File: src/rtl/spi_sram_master.sv
// spi_sram_master: single-word READ/WRITE SPI mode-0 master for 23LC512/23LC1024-class serial SRAMs.
// Define SPI_SRAM_MODE_INIT_EN to send WRMR 0x40 (sequential mode) after every reset.
module spi_sram_master #(
    parameter int unsigned ADDR_BITS  = 16,
    parameter int unsigned WORD_BYTES = 1,
    parameter int unsigned CLK_DIV    = 1,
    parameter int unsigned CS_GAP     = 2
) (
    input  logic                      clk,
    input  logic                      spi_rst,
    input  logic                      req,
    output logic                      ready,
    input  logic                      we,
    input  logic [ADDR_BITS-1:0]      addr,
    input  logic [8*WORD_BYTES-1:0]   wdata,
    output logic [8*WORD_BYTES-1:0]   rdata,
    output logic                      done,
    output logic                      sck,
    output logic                      mosi,
    input  logic                      miso,
    output logic                      cs_n
);

    localparam int unsigned DW    = 8 * WORD_BYTES;
    localparam int unsigned N     = 8 + ADDR_BITS + DW;
    localparam int unsigned DIV_W = $clog2(CLK_DIV + 1);
    localparam int unsigned GAP_W = $clog2(CS_GAP + 1);
    localparam int unsigned BIT_W = $clog2(N + 1);

    typedef enum logic [1:0] {
        ST_INIT  = 2'd0,
        ST_GAP   = 2'd1,
        ST_IDLE  = 2'd2,
        ST_SHIFT = 2'd3
    } state_t;

`ifdef SPI_SRAM_MODE_INIT_EN
    localparam state_t         RST_STATE = ST_INIT;
    localparam logic [N-1:0]   RST_FRAME = N'(16'h0140) << (N - 16);
`else
    localparam state_t         RST_STATE = ST_IDLE;
    localparam logic [N-1:0]   RST_FRAME = '0;
`endif

    state_t             state_q, state_d;
    logic               ready_q, ready_d;
    logic               done_q, done_d;
    logic [DW-1:0]      rdata_q, rdata_d;
    logic               sck_q, sck_d;
    logic               mosi_q, mosi_d;
    logic               cs_n_q, cs_n_d;
    logic [N-1:0]       shreg_q, shreg_d;
    logic [DW-1:0]      rx_q, rx_d;
    logic               we_q, we_d;
    logic [DIV_W-1:0]   div_q, div_d;
    logic [BIT_W-1:0]   bit_q, bit_d;
    logic [GAP_W-1:0]   gap_q, gap_d;
    logic [BIT_W-1:0]   last_bit;

    // Next-state and output logic; INIT reuses the SHIFT bit engine with a 16-bit frame.
    always_comb begin
        state_d  = state_q;
        ready_d  = ready_q;
        done_d   = 1'b0;
        rdata_d  = rdata_q;
        sck_d    = sck_q;
        mosi_d   = mosi_q;
        cs_n_d   = cs_n_q;
        shreg_d  = shreg_q;
        rx_d     = rx_q;
        we_d     = we_q;
        div_d    = div_q;
        bit_d    = bit_q;
        gap_d    = gap_q;
        last_bit = (state_q == ST_INIT) ? BIT_W'(15) : BIT_W'(N - 1);

        case (state_q)
            ST_INIT, ST_SHIFT: begin
                if (cs_n_q) begin
                    // First cycle after entry: select the chip and present the MSB.
                    cs_n_d = 1'b0;
                    mosi_d = shreg_q[N-1];
                    div_d  = '0;
                    bit_d  = '0;
                end else if (div_q == DIV_W'(CLK_DIV - 1)) begin
                    div_d = '0;
                    if (!sck_q) begin
                        sck_d = 1'b1;
                        rx_d  = {rx_q[DW-2:0], miso};
                    end else begin
                        sck_d   = 1'b0;
                        shreg_d = shreg_q << 1;
                        mosi_d  = shreg_q[N-2];
                        bit_d   = bit_q + BIT_W'(1);
                        if (bit_q == last_bit) begin
                            cs_n_d  = 1'b1;
                            mosi_d  = 1'b0;
                            gap_d   = '0;
                            state_d = ST_GAP;
                            if (state_q == ST_SHIFT) begin
                                done_d = 1'b1;
                                if (!we_q) begin
                                    rdata_d = rx_q;
                                end
                            end
                        end
                    end
                end else begin
                    div_d = div_q + DIV_W'(1);
                end
            end
            ST_GAP: begin
                if (gap_q == GAP_W'(CS_GAP - 1)) begin
                    state_d = ST_IDLE;
                    ready_d = 1'b1;
                end else begin
                    gap_d = gap_q + GAP_W'(1);
                end
            end
            ST_IDLE: begin
                // Coming out of reset, IDLE waits out one CS gap before offering ready.
                if (!ready_q) begin
                    if (gap_q == GAP_W'(CS_GAP - 1)) begin
                        ready_d = 1'b1;
                    end else begin
                        gap_d = gap_q + GAP_W'(1);
                    end
                end else if (req) begin
                    ready_d = 1'b0;
                    we_d    = we;
                    shreg_d = {(we ? 8'h02 : 8'h03), addr, wdata};
                    state_d = ST_SHIFT;
                end
            end
            default: begin
                state_d = RST_STATE;
            end
        endcase
    end

    always_ff @(posedge clk) begin
        if (spi_rst) begin
            state_q <= RST_STATE;
            ready_q <= 1'b0;
            done_q  <= 1'b0;
            rdata_q <= '0;
            sck_q   <= 1'b0;
            mosi_q  <= 1'b0;
            cs_n_q  <= 1'b1;
            shreg_q <= RST_FRAME;
            rx_q    <= '0;
            we_q    <= 1'b0;
            div_q   <= '0;
            bit_q   <= '0;
            gap_q   <= '0;
        end else begin
            state_q <= state_d;
            ready_q <= ready_d;
            done_q  <= done_d;
            rdata_q <= rdata_d;
            sck_q   <= sck_d;
            mosi_q  <= mosi_d;
            cs_n_q  <= cs_n_d;
            shreg_q <= shreg_d;
            rx_q    <= rx_d;
            we_q    <= we_d;
            div_q   <= div_d;
            bit_q   <= bit_d;
            gap_q   <= gap_d;
        end
    end

    assign ready = ready_q;
    assign done  = done_q;
    assign rdata = rdata_q;
    assign sck   = sck_q;
    assign mosi  = mosi_q;
    assign cs_n  = cs_n_q;

endmodule

File: config.mk
export PLATFORM = sky130hd
export DESIGN_NAME = spi_sram_master
export DESIGN_NICKNAME = d
export VERILOG_FILES = /design/src/rtl/spi_sram_master.sv
export SDC_FILE = /design/constraint.sdc
export NUM_CORES = 1
export LEC_CHECK = 0
export CAP_MARGIN = 20
export CORE_MARGIN = 1
export CORE_UTILIZATION = 31
export DETAILED_ROUTE_END_ITERATION = 12
export PLACE_DENSITY = 0.56
export SETUP_SLACK_MARGIN = 0.02
export SLEW_MARGIN = 5
export SYNTH_ARGS = -nofsm -noshare
export SYNTH_HDL_FRONTEND = slang
export SYNTH_SLANG_ARGS = --single-unit
File: constraint.sdc
create_clock -name clk -period 3.1 [get_ports clk]
set_clock_uncertainty 0.05 [all_clocks]
set_input_delay 0.62 -clock clk [delete_from_list [all_inputs] [get_ports clk]]
set_output_delay 0.62 -clock clk [all_outputs]
set_load 0.1 [all_outputs]
==> results.txt, run 1 <==
The xor and xnor fraction of the mapped netlist area came out at 0.0172. The proportion of synthesized area in mux cells was 0.114. The run gives 2,205 as the via count.

Counting distinct cell types in the post-synthesis netlist gives 40. Routability-driven placement finished with a final weighted congestion of 0.699. The number of global-route vias before repair is 2,130. During I/O placement, the number of pins put on the boundary was 42. Ranked by total cell area, the synthesized netlist is headed by sky130_fd_sc_hd__dfxtp_1 43%, sky130_fd_sc_hd__mux2i_1 11%, sky130_fd_sc_hd__a211oi_2 10%. The number of hold violations in the final report is 0, and the internal power summed over all cells is 1.80 mW. Sequential element share of the synthesized area: 0.431. In this run the tool buffered the top-level ports with 41 buffer cells. The final worst-path cycle share works out to 0.769.

STA puts the critical path data arrival time at 2.52 ns. Static timing analysis puts the maximum clock frequency at 420 MHz. The synthesized design contains 0 enable-type register cells. The worst-case IR drop observed on VDD is 0.268 mV. STA classifies the critical path startpoint as a register.

Max-cap violations in this run came to 0. Among all stages on the critical path, the largest delay is contributed by sky130_fd_sc_hd__and4_1. The filler cells instantiated in the layout total 984. After synthesis, the largest family of logic cells by area is compound AO/OA/AOI/OAI gates. TritonCTS built the clock tree. The count of placed standard cells including taps was 463; the non-filler instance count after layout was 479.

The floorplan step set the die width to 100 um. The maximum fanout along the worst path was 16; the switching portion of total power was 0.379. The post-synthesis async set-or-reset flop share was 0; the netlist area before placement was 2980 um^2.

Compared with the post-synthesis result, the final layout area differs by 21.6%. The post-layout net count came out at 381. The most common library cell in the layout ignoring fill and taps was sky130_fd_sc_hd__dfxtp_1. The initialized floorplan defines 35 standard-cell rows.

The simple logic cell fraction of the synthesized area is 0.167. For the pin with the worst max-slew slack, the measured transition is 0.796 ns. The fraction of synthesized cell area taken by the top area cell type works out to 0.431. Share of final-layout standard cells stronger than drive strength 1: 0.194. Summed over all layers, the global routing overflow is 0. The post-cts sizing count came out at 0. For the worst slew margin relative to its limit, the log shows 0.469. Clock tree synthesis inserted a total of 9 buffers.

The HPWL after detailed placement is 3890 um. In the final routed layout, each cell accounts on average for 12.1 um. The compound-gate portion of the synthesized area is 0.184, and the count of final setup violators is 0.

The initial standard-cell utilization of the core is 0.320. STA classifies the critical path endpoint as a register. The flow ran to the end, and the final reports show no timing, DRC or antenna violations.

The core region is 9280 um^2. For this run, the slowest stage of the critical path takes 0.55 ns. For the setup fix buffers added after clock tree synthesis, the log shows 0. During synthesis, Yosys emitted a total of 0 warnings. The initial DRC count is 95.

In this run the power spent charging and discharging nets is 1.10 mW. The run gives 0 ns as the setup TNS. The longest clock path from root to sink contains 2 buffers.

The largest net degree at the start of global routing is 41. The type of the worst min-delay path is reg2reg. Critical path class: reg2reg. After clock tree synthesis, the clock-pin slew on the worst setup and hold paths is 0.07 ns.

The required arrival time at the worst endpoint came out at 3.24 ns. The total leakage power was 1.40 nW. The clock tree synthesis step divided the H-tree into 3 levels. The power per cell area is 801 nW/um^2, and the die outline area is 9990 um^2. The first global-routing pass estimated 10000 um of wire. The clock insertion delay at the later pin of the skew report is 0.33 ns. The tools report the clock tree root driver cell as sky130_fd_sc_hd__clkbuf_8. The sequential power share is 0.365, and the share of total power in the clock network is 0.245. The smallest clock period supported by the final layout is computed as 2.38 ns. The critical path goes through inv_1, ha_1, nor3b_2, and4_1, mux2i_1, nor2_1. In the synthesized netlist, the number of instances is 309.

After clock tree synthesis, the flow added hold-fix buffers numbering 0. Before antenna repair, the detailed router went through 4 iterations. The post-detailed-route count of antenna-violating nets came out at 0. The synthesized design contains 64 register bits. The tools report the share of power burned in combinational logic as 0.390. The logs give 345 for the post-synth net total and 0.126 for the total routing usage reported by global routing. The run gives 0 as the initial antenna violation count. The top cell types in the final layout, fill and taps aside, are 64 x sky130_fd_sc_hd__dfxtp_1, 43 x sky130_fd_sc_hd__nor2_1, 34 x sky130_fd_sc_hd__mux2i_1. The tools report the TritonCTS sink count as 64. The final number of max-transition violations came out at 0.

The primary flip-flop cell chosen by synthesis mapping was sky130_fd_sc_hd__dfxtp_1. The adder-cell share of the synthesized area is 0.0294, and the vertical die dimension is 100 um. 0 antenna diodes ended up in the layout. Setup repair after global routing left no endpoint under its margin.

A synthesized cell averages 9.63 um^2. The total length of routed wires was 5800 um. After detailed routing, the number of vias per cell comes to 4.60. After detailed routing, the number of remaining DRC violations is 0. Of all cell types, the one taking the most synthesized area is sky130_fd_sc_hd__dfxtp_1.
final timing paths:
path / start / endpoint / slack, ns / cells past startpoint
worst max-delay path: state_q[0]$_SDFFE_PP0P_ / rdata[1]$_SDFFE_PP0P_ / 0.72 / 6
worst min-delay path: shreg_q[29]$_SDFFE_PP0P_ / shreg_q[29]$_SDFFE_PP0P_ / 0.40 / 2
worst max register to register: state_q[0]$_SDFFE_PP0P_ / rdata[1]$_SDFFE_PP0P_ / 0.72 / 6
worst min register to register: shreg_q[29]$_SDFFE_PP0P_ / shreg_q[29]$_SDFFE_PP0P_ / 0.40 / 2
worst max-delay path: cells and delay by family (launching register included):
kind                       cells  cell delay (ns)
and+or+nand+nor                3             0.90
adders and majority gates      1             0.53
DFF                            1             0.40
muxes                          1             0.25
buffers and inverters          1             0.10
cell families after synthesis:
family	count (synthesis)
compound gates	64
xor+xnor	5
fa+ha+maj	7
buf+inv	30
flops	64
mux	34
simple gates	105
cell usage after synthesis (2+ instances only):
master / instances
sky130_fd_sc_hd__dfxtp_1: 64
sky130_fd_sc_hd__nand2_1: 30
sky130_fd_sc_hd__buf_2: 4
sky130_fd_sc_hd__nand3b_1: 7
sky130_fd_sc_hd__or3_1: 2
sky130_fd_sc_hd__inv_1: 7
sky130_fd_sc_hd__a211oi_2: 24
sky130_fd_sc_hd__xor2_1: 4
sky130_fd_sc_hd__buf_4: 4
sky130_fd_sc_hd__nand2b_1: 3
sky130_fd_sc_hd__nand4_1: 2
sky130_fd_sc_hd__clkbuf_1: 10
sky130_fd_sc_hd__ha_1: 7
sky130_fd_sc_hd__mux2i_1: 34
sky130_fd_sc_hd__a21oi_1: 28
sky130_fd_sc_hd__buf_6: 5
sky130_fd_sc_hd__nor3_1: 4
sky130_fd_sc_hd__nand3_1: 4
sky130_fd_sc_hd__nor2_1: 43
sky130_fd_sc_hd__o21ai_0: 3
flip-flops by register name, summed over array words and instances, names as in the netlist:
signal,count
bit_q,6
cs_n,1
done,1
gap_q,2
mosi,1
rdata,8
ready,1
rx_q,8
sck,1
shreg_q,32
state_q,2
we_q,1
cell type report:
cell class	instances	area [um^2]	area share
clock buffers	11	141	0.0391
clock inverters	5	56.3	0.0156
inverters	7	26.3	0.00726
multi-input cells	215	1530	0.422
flip-flops and latches	64	1280	0.354
well taps	129	161	0.0446
repair buffers	48	425	0.118
through the flow:
step | util | power, mW | instance area, um^2 | setup WS [ns] | hold slack (ns)
after detailed placement | 0.368 | 2.22 | 3420 | 0.700 | 0.395
final | 0.390 | 2.90 | 3620 | 0.717 | 0.402
after global placement | 0.368 | 2.19 | 3420 | 0.755 | 0.393
after floorplan | - | 2.06 | 2980 | 0.923 | 0.381
after global routing | 0.390 | 3.10 | 3620 | 0.512 | 0.424
after CTS | 0.390 | 2.94 | 3620 | 0.738 | 0.406
per-layer routing:
layer  share of wire  track usage  routed length [um]
met4           0.010       0.0502                  59
met5               0            0                   0
met1            0.49        0.162                2850
met3           0.037       0.0306                 214
met2            0.46        0.205                2670
power by group through the flow:
stage / logic [mW] / clock network [mW] / registers [mW]
CTS: 1.14 / 0.740 / 1.06
finish: 1.13 / 0.711 / 1.06
floorplan: 0.924 / 0 / 1.14
detailed placement: 1.14 / 0 / 1.08
global route: 1.25 / 0.779 / 1.08
global placement: 1.11 / 0 / 1.07
Note: power is estimated with default switching activity, not from simulation.
==> inputs of run 2 (changes only) <==
- PLACE_DENSITY: 0.56 -> 0.58
- clock period: 3.1 -> 1.95 ns (I/O delays scaled with it)
==> run 2 against run 1 <==
Die area stayed put. Count of clock-buffer cells in the layout did not move. Combinational power increased by 73%. First-iteration DRC count down 38%. Hold slack better by 0.0035 ns. Setup slack lost 0.53 ns. Power increased by 67%. Core utilization grew 2.7 points. Routed wire length fell by 2.4%. Largest cell class unchanged.
==> results.txt, run 2 (synthesized netlist as in run 1, its figures left out) <==
TritonCTS built the clock tree. The final critical-path required period was 1.76 ns (-0.618 ns). The total leakage power is 1.48 nW (+5.7%).

Compared with the post-synthesis result, the final layout area differs by 30.1%. For the post-layout net count, the log shows 386 (+1.3%). The tools report the fmax as 567 MHz (+35%).

The run finished with clean final reports. The post-cts sizing count is 0 (unchanged). The tightest hold margin was 0.405 ns (+0.00351 ns).

The run gives 2 (unchanged) as the buffer depth of the longest clock path. The wire length of the first global-routing pass is 9690 um (-3.0%), and the setup TNS is 0 ns (unchanged). The tools report the total length of routed wires as 5660 um (-2.4%).

STA classifies the critical path endpoint as a register. The number of rows in the core area is 35 (unchanged), and the measured slew at the worst slew-check pin is 0.645 ns (-0.151 ns). Leaving out fill and tap cells, the most frequent cells in the layout are 61 x sky130_fd_sc_hd__dfxtp_1, 43 x sky130_fd_sc_hd__nor2_1, 34 x sky130_fd_sc_hd__mux2i_1. The final worst-path cycle share was 0.905 (+0.136); the routability congestion estimate was 0.764 (+9.3%). The run gives 0 (unchanged) as the setup fix buffers added after clock tree synthesis. The data arrival at the endpoint of the critical path was 1.94 ns (-0.58 ns); the initial DRC count was 59 (-38%). The tools report the die outline area as 9990 um^2 (unchanged). STA classifies the critical path startpoint as a register.

Count of hold buffers inserted by post-cts repair: 0 (unchanged). The tree is rooted in a sky130_fd_sc_hd__clkbuf_8. For the worst slew margin relative to its limit, the log shows 0.568 (+0.0989). The average vias per placed instance is 4.60 (-0.18%), and the count of final setup violators is 0 (unchanged). The required arrival time at the worst endpoint came out at 2.12 ns (-1.12 ns). The logs give 32 (-22%) for the largest net degree at the start of global routing and 4 (unchanged) for the count of TritonRoute iterations in the first routing pass. The critical path class is reg2reg.

The logs give 0 (unchanged) for the final number of max-transition violations and 64 (unchanged) for the TritonCTS sink count. The share of final-layout standard cells stronger than drive strength 1 was 0.223 (+0.0282); the width of the chip was 100 um (unchanged). The number of global-route vias before repair was 2,165 (+1.6%); the count of placed standard cells including taps was 468 (+1.1%). The worst hold path belongs to the class reg2reg. The final antenna diode count is 0 (unchanged), and the number of buffers added by the clock tree synthesis step is 9 (unchanged).

The post-detailed-route count of antenna-violating nets is 0 (unchanged). The area of the core was 9280 um^2 (unchanged); the final routed DRC violation total was 0 (unchanged). The estimated wirelength of the detail-placed design was 3910 um (+0.62%); the vertical die dimension was 100 um (unchanged). Clock insertion delay at the later pin of the skew report: 0.34 ns (about the same). Average routed wire per standard cell: 11.7 um (-3.5%). For the via count, the log shows 2,224 (+0.86%).

The register with the most flip-flops in the final layout is shreg_q. For the number of H-tree levels, the log shows 3 (unchanged). The tools report the initial antenna violation count as 0 (unchanged).

The non-filler instance count after layout is 484 (+1.0%), and the initial standard-cell utilization of the core is 0.320 (unchanged). Largest vdd supply drop: 0.436 mV (+62%). The CTS clock-pin slew for the worst setup and hold paths was 0.08 ns (about the same). The number of hold violations in the final report was 0 (unchanged). The most common library cell in the layout ignoring fill and taps was sky130_fd_sc_hd__dfxtp_1. Setup repair after global routing left no endpoint under its margin. The number of buffer cells added on primary ports came out at 41 (unchanged).

Maximum fanout along the worst path: 12 (-4). The logs give 0 (unchanged) for the max-capacitance violation count and 0.123 (-0.00277) for the total routing usage reported by global routing. Flip-flop count of the largest register after layout: 32 (unchanged). For the top-level port count, the log shows 42 (unchanged). The total global routing overflow is 0 (unchanged).

The power per cell area was 1250 nW/um^2 (+56%).
-- run 2: worst paths after layout --
check                                             start                       to  slack, ns  cells after the start
worst max-delay path            state_q[1]$_SDFFE_PP1P_     rx_q[0]$_SDFFE_PP0P_       0.19                      6
worst min-delay path            shreg_q[0]$_SDFFE_PP0P_  shreg_q[0]$_SDFFE_PP0P_       0.41                      2
worst max register to register  state_q[1]$_SDFFE_PP1P_     rx_q[0]$_SDFFE_PP0P_       0.19                      6
worst min register to register  shreg_q[0]$_SDFFE_PP0P_  shreg_q[0]$_SDFFE_PP0P_       0.41                      2
-- run 2: routing by layer --
| metal | global-route usage | share of wire | vias up |
|---|---|---|---|
| met1 | 0.152 | 0.47 | 1034 |
| met4 | 0.0502 | 0.016 | 0 |
| met5 | 0 | 0 | - |
| li1 | - | - | 1158 |
| met3 | 0.0369 | 0.027 | 6 |
| met2 | 0.203 | 0.48 | 26 |
-- run 2: power by group --
group	total, mW	leakage [nW]	internal (mW)	switching (mW)
Clock	1.20	0.106	0.669	0.531
Sequential	1.69	0.522	1.53	0.159
Combinational	1.95	0.853	0.857	1.10
Total	4.84	1.48	3.05	1.79
-- run 2: final cells by class --
cell class	count	area [um^2]
sequential	64	1280
clock buffer	11	151
tap	129	161
inverter	7	26.3
timing repair buffer	53	651
fill	941	5410
clock inverter	5	63.8
multi-input combinational	215	1530
-- run 2: worst max-delay path, stage by stage (launching register included) --
cell and delay (ns):
sky130_fd_sc_hd__dfxtp_1 0.32, sky130_fd_sc_hd__inv_1 0.11, sky130_fd_sc_hd__ha_2 0.33, sky130_fd_sc_hd__buf_4 0.19, sky130_fd_sc_hd__or3_1 0.46, sky130_fd_sc_hd__nand2_1 0.12
sky130_fd_sc_hd__a21oi_1 0.07
-- run 2: per-stage QoR --
stage,power [mW],setup slack [ns],area [um^2],util
6_report,4.84,0.185,3870,0.417
5_1_grt,5.17,0.0462,3870,0.417
4_1_cts,4.91,0.106,3860,0.416
3_5_place_dp,3.68,0.0251,3650,0.393
3_3_place_gp,3.64,0.0856,3650,0.393
2_1_floorplan,3.29,0.109,2980,-
==> inputs of run 3 (changes only) <==
- CELL_PAD_IN_SITES_DETAIL_PLACEMENT: default -> 0
- CELL_PAD_IN_SITES_GLOBAL_PLACEMENT: default -> 1
- PLACE_DENSITY: 0.58 -> 0.7
==> run 3 against run 2 <==
Critical path depth is 1 higher. Sequential power hardly changed. Die area unchanged. Core utilization grew 0.51 points. Global-route usage rose by 0.29 points. Via count up 1.3%. Combinational power is 7% higher. Register-to-register slack hardly changed. Critical path type unchanged. Clock power increased by 6%. Fmax fell by 0.72%. Routed wire length is 3.5% higher. Highest routed layer unchanged. Critical endpoint is now rdata[6]$_SDFFE_PP0P_.
==> results.txt, run 3 (synthesized netlist as in run 1, its figures left out) <==
The run finished with clean final reports. The average vias per placed instance was 4.62 (+0.47%). The initial antenna violation count is 0 (unchanged).

The run gives 563 MHz (-0.72%) as the fmax. The run gives 1.83 mW (+2.3%) as the reported net switching power. The largest net degree at the start of global routing was 35 (+9.4%). TritonCTS built the clock tree. The measured slew at the worst slew-check pin is 0.610 ns (-0.0348 ns). The logs give 0.709 (-7.2%) for the routability congestion estimate and 62 (+5.1%) for the initial DRC count. The tools report the initial standard-cell utilization of the core as 0.320 (unchanged). The number of buffers added by the clock tree synthesis step is 9 (unchanged), and the TritonCTS sink count is 64 (unchanged). In the layout the commonest cells are 61 x sky130_fd_sc_hd__dfxtp_1, 43 x sky130_fd_sc_hd__nor2_1, 34 x sky130_fd_sc_hd__mux2i_1. The stage delay of the slowest cell on the critical path is 0.34 ns (-0.12 ns). The worst slew margin relative to its limit is 0.591 (+0.0233), and the number of buffer cells added on primary ports is 41 (unchanged).

The vertical die dimension is 100 um (unchanged), and the post-detailed-route count of antenna-violating nets is 0 (unchanged). The tools report the area of the core as 9280 um^2 (unchanged). The power per cell area was 1280 nW/um^2 (+2.7%).

STA classifies the critical path endpoint as a register. The tools report the number of filler cells placed in the layout as 938 (-0.32%). The area used by multi-input combinational logic was 1530 um^2 (unchanged). The max-capacitance violation count is 0 (unchanged). The average routed wire per standard cell was 12.0 um (+2.6%); the total routing usage reported by global routing was 0.126 (+0.00286).

The run gives 5850 um (+3.5%) as the total length of routed wires. For the data arrival at the endpoint of the critical path, the log shows 1.95 ns (about the same). Setup repair after global routing left no endpoint under its margin. The wire length of the first global-routing pass was 10,100 um (+3.9%); the buffering stage count on the worst path with inverters included was 2 (unchanged).

The CTS clock-pin slew for the worst setup and hold paths came out at 0.07 ns (about the same). The tools report the count of TritonRoute iterations in the first routing pass as 4 (unchanged). Post-layout net count: 390 (+1.0%). The run gives 0 (unchanged) as the final number of max-transition violations. The number of global-route vias before repair is 2,191 (+1.2%).

The final routed DRC violation total came out at 0 (unchanged). Among cell families on the critical path, the largest total delay comes from simple AND/OR/NAND/NOR gates. Counting flops per register, the top entry is shreg_q.

The estimated wirelength of the detail-placed design came out at 4010 um (+2.6%). The synthesis-to-layout area growth was 31.7%. In this run the clock root is driven by a sky130_fd_sc_hd__clkbuf_8. The logs give 2.12 ns (about the same) for the required arrival time at the worst endpoint and 9990 um^2 (unchanged) for the die outline area. The setup fix buffers added after clock tree synthesis was 0 (unchanged). The sequential power share came out at 0.335 (-0.014). The register area is 1280 um^2 (unchanged). The clock insertion delay at the later pin of the skew report was 0.33 ns (about the same).

STA classifies the critical path startpoint as a register. The switching portion of total power is 0.363 (-0.00592). For this design, the slowest cell found on the critical path is sky130_fd_sc_hd__ha_2. Type of the worst min-delay path: reg2reg. The total global routing overflow was 0 (unchanged); the buffer depth of the longest clock path was 2 (unchanged). The critical path is of the reg2reg type.

The tools report the top-level port count as 42 (unchanged). The total leakage power was 1.50 nW (+1.5%); the width of the chip was 100 um (unchanged). The final antenna diode count is 0 (unchanged), and the setup TNS is 0 ns (unchanged).

The logs give 3 (unchanged) for the number of H-tree levels and 0.473 mV (+8.4%) for the largest vdd supply drop. The signal on the critical path passes through inv_1, ha_2, nor3b_2, and4_1, buf_12, mux2i_1, nor2_1. The final critical-path required period is 1.78 ns (+0.0128 ns), and the flip-flop count of the largest register after layout is 32 (unchanged).

The run gives 0.413 (+0.010) as the share of power burned in combinational logic. The utilization after layout was 0.422 (+0.00512). The library cell used most frequently in the layout, excluding fill and tap cells, is sky130_fd_sc_hd__dfxtp_1. The share of final-layout standard cells stronger than drive strength 1 was 0.228 (+0.00588); the number of rows in the core area was 35 (unchanged). The maximum fanout along the worst path was 8 (-4). Count of final setup violators: 0 (unchanged).

The logs give 0 (unchanged) for the number of hold violations in the final report and 3.21 mW (+5.0%) for the internal power summed over all cells. The share of total power in the clock network came out at 0.252 (+0.004). The final worst-path cycle share is 0.912 (+0.00658). The run gives 2,253 (+1.3%) as the via count.
==> run 3: changes by cell type in the layout (fill, tap and decap cells not counted), sizes merged <==
cell      previous run  this run
buf                 26        30
bufinv               1         2
clkbuf              11        10
clkinv               2         1
clkinvlp             1         2
==> run 3: cell type report <==
class / count / area share
inverters: 7 / 0.00670
repair buffers: 57 / 0.177
clock buffers: 10 / 0.0326
well taps: 129 / 0.0412
flip-flops and latches: 64 / 0.328
multi-input cells: 215 / 0.391
clock inverters: 6 / 0.0236
==> run 3: per-layer routing <==
layer	routed length, um	GRT usage	vias up
met5	0	0	-
met4	62	0.0535	0
met3	212	0.0299	7
met2	2700	0.210	34
met1	2880	0.157	1049
li1	-	-	1163
==> run 3: worst paths after layout <==
path / startpoint / endpoint / slack [ns] / cells past startpoint
setup / recovery: state_q[1]$_SDFFE_PP1P_ / rdata[6]$_SDFFE_PP0P_ / 0.17 / 7
hold / removal: shreg_q[27]$_SDFFE_PP0P_ / shreg_q[27]$_SDFFE_PP0P_ / 0.41 / 2
setup reg to reg: state_q[1]$_SDFFE_PP1P_ / rdata[6]$_SDFFE_PP0P_ / 0.17 / 7
hold reg to reg: shreg_q[27]$_SDFFE_PP0P_ / shreg_q[27]$_SDFFE_PP0P_ / 0.41 / 2
==> run 3: timing repair <==
item                                    in CTS  in global routing
hold endpoints to repair                     0                  0
endpoints found under the setup margin       0                 21
hold buffers                                 0                  0
resized for setup                            0                  2
==> run 3: per-stage QoR <==
| stage | instance area, um^2 | power (mW) | std cells | worst slack (ns) | hold WS (ns) |
|---|---|---|---|---|---|
| after floorplan | 2980 | 3.29 | 309 | 0.109 | 0.381 |
| after global placement | 3690 | 3.76 | 472 | 0.130 | 0.394 |
| after detailed placement | 3690 | 3.80 | 472 | 0.107 | 0.395 |
| after CTS | 3910 | 5.09 | 488 | 0.0841 | 0.405 |
| after global routing | 3920 | 5.36 | 488 | 0.0314 | 0.426 |
| final | 3920 | 5.03 | 488 | 0.172 | 0.405 |
==> run 3: worst register-to-register path, stage by stage, from the launching register on <==
cell	delay (ns)
sky130_fd_sc_hd__dfxtp_1	0.31
sky130_fd_sc_hd__inv_1	0.11
sky130_fd_sc_hd__ha_2	0.34
sky130_fd_sc_hd__nor3b_2	0.19
sky130_fd_sc_hd__and4_1	0.26
sky130_fd_sc_hd__buf_12	0.15
sky130_fd_sc_hd__mux2i_1	0.20
sky130_fd_sc_hd__nor2_1	0.05
==> run 3: power by group through the flow <==
stage	combinational, mW	sequential [mW]	clock (mW)
4_1_cts	2.09	1.69	1.31
6_report	2.08	1.68	1.27
5_1_grt	2.27	1.72	1.37
3_3_place_gp	2.05	1.71	0
3_5_place_dp	2.08	1.72	0
2_1_floorplan	1.47	1.82	0
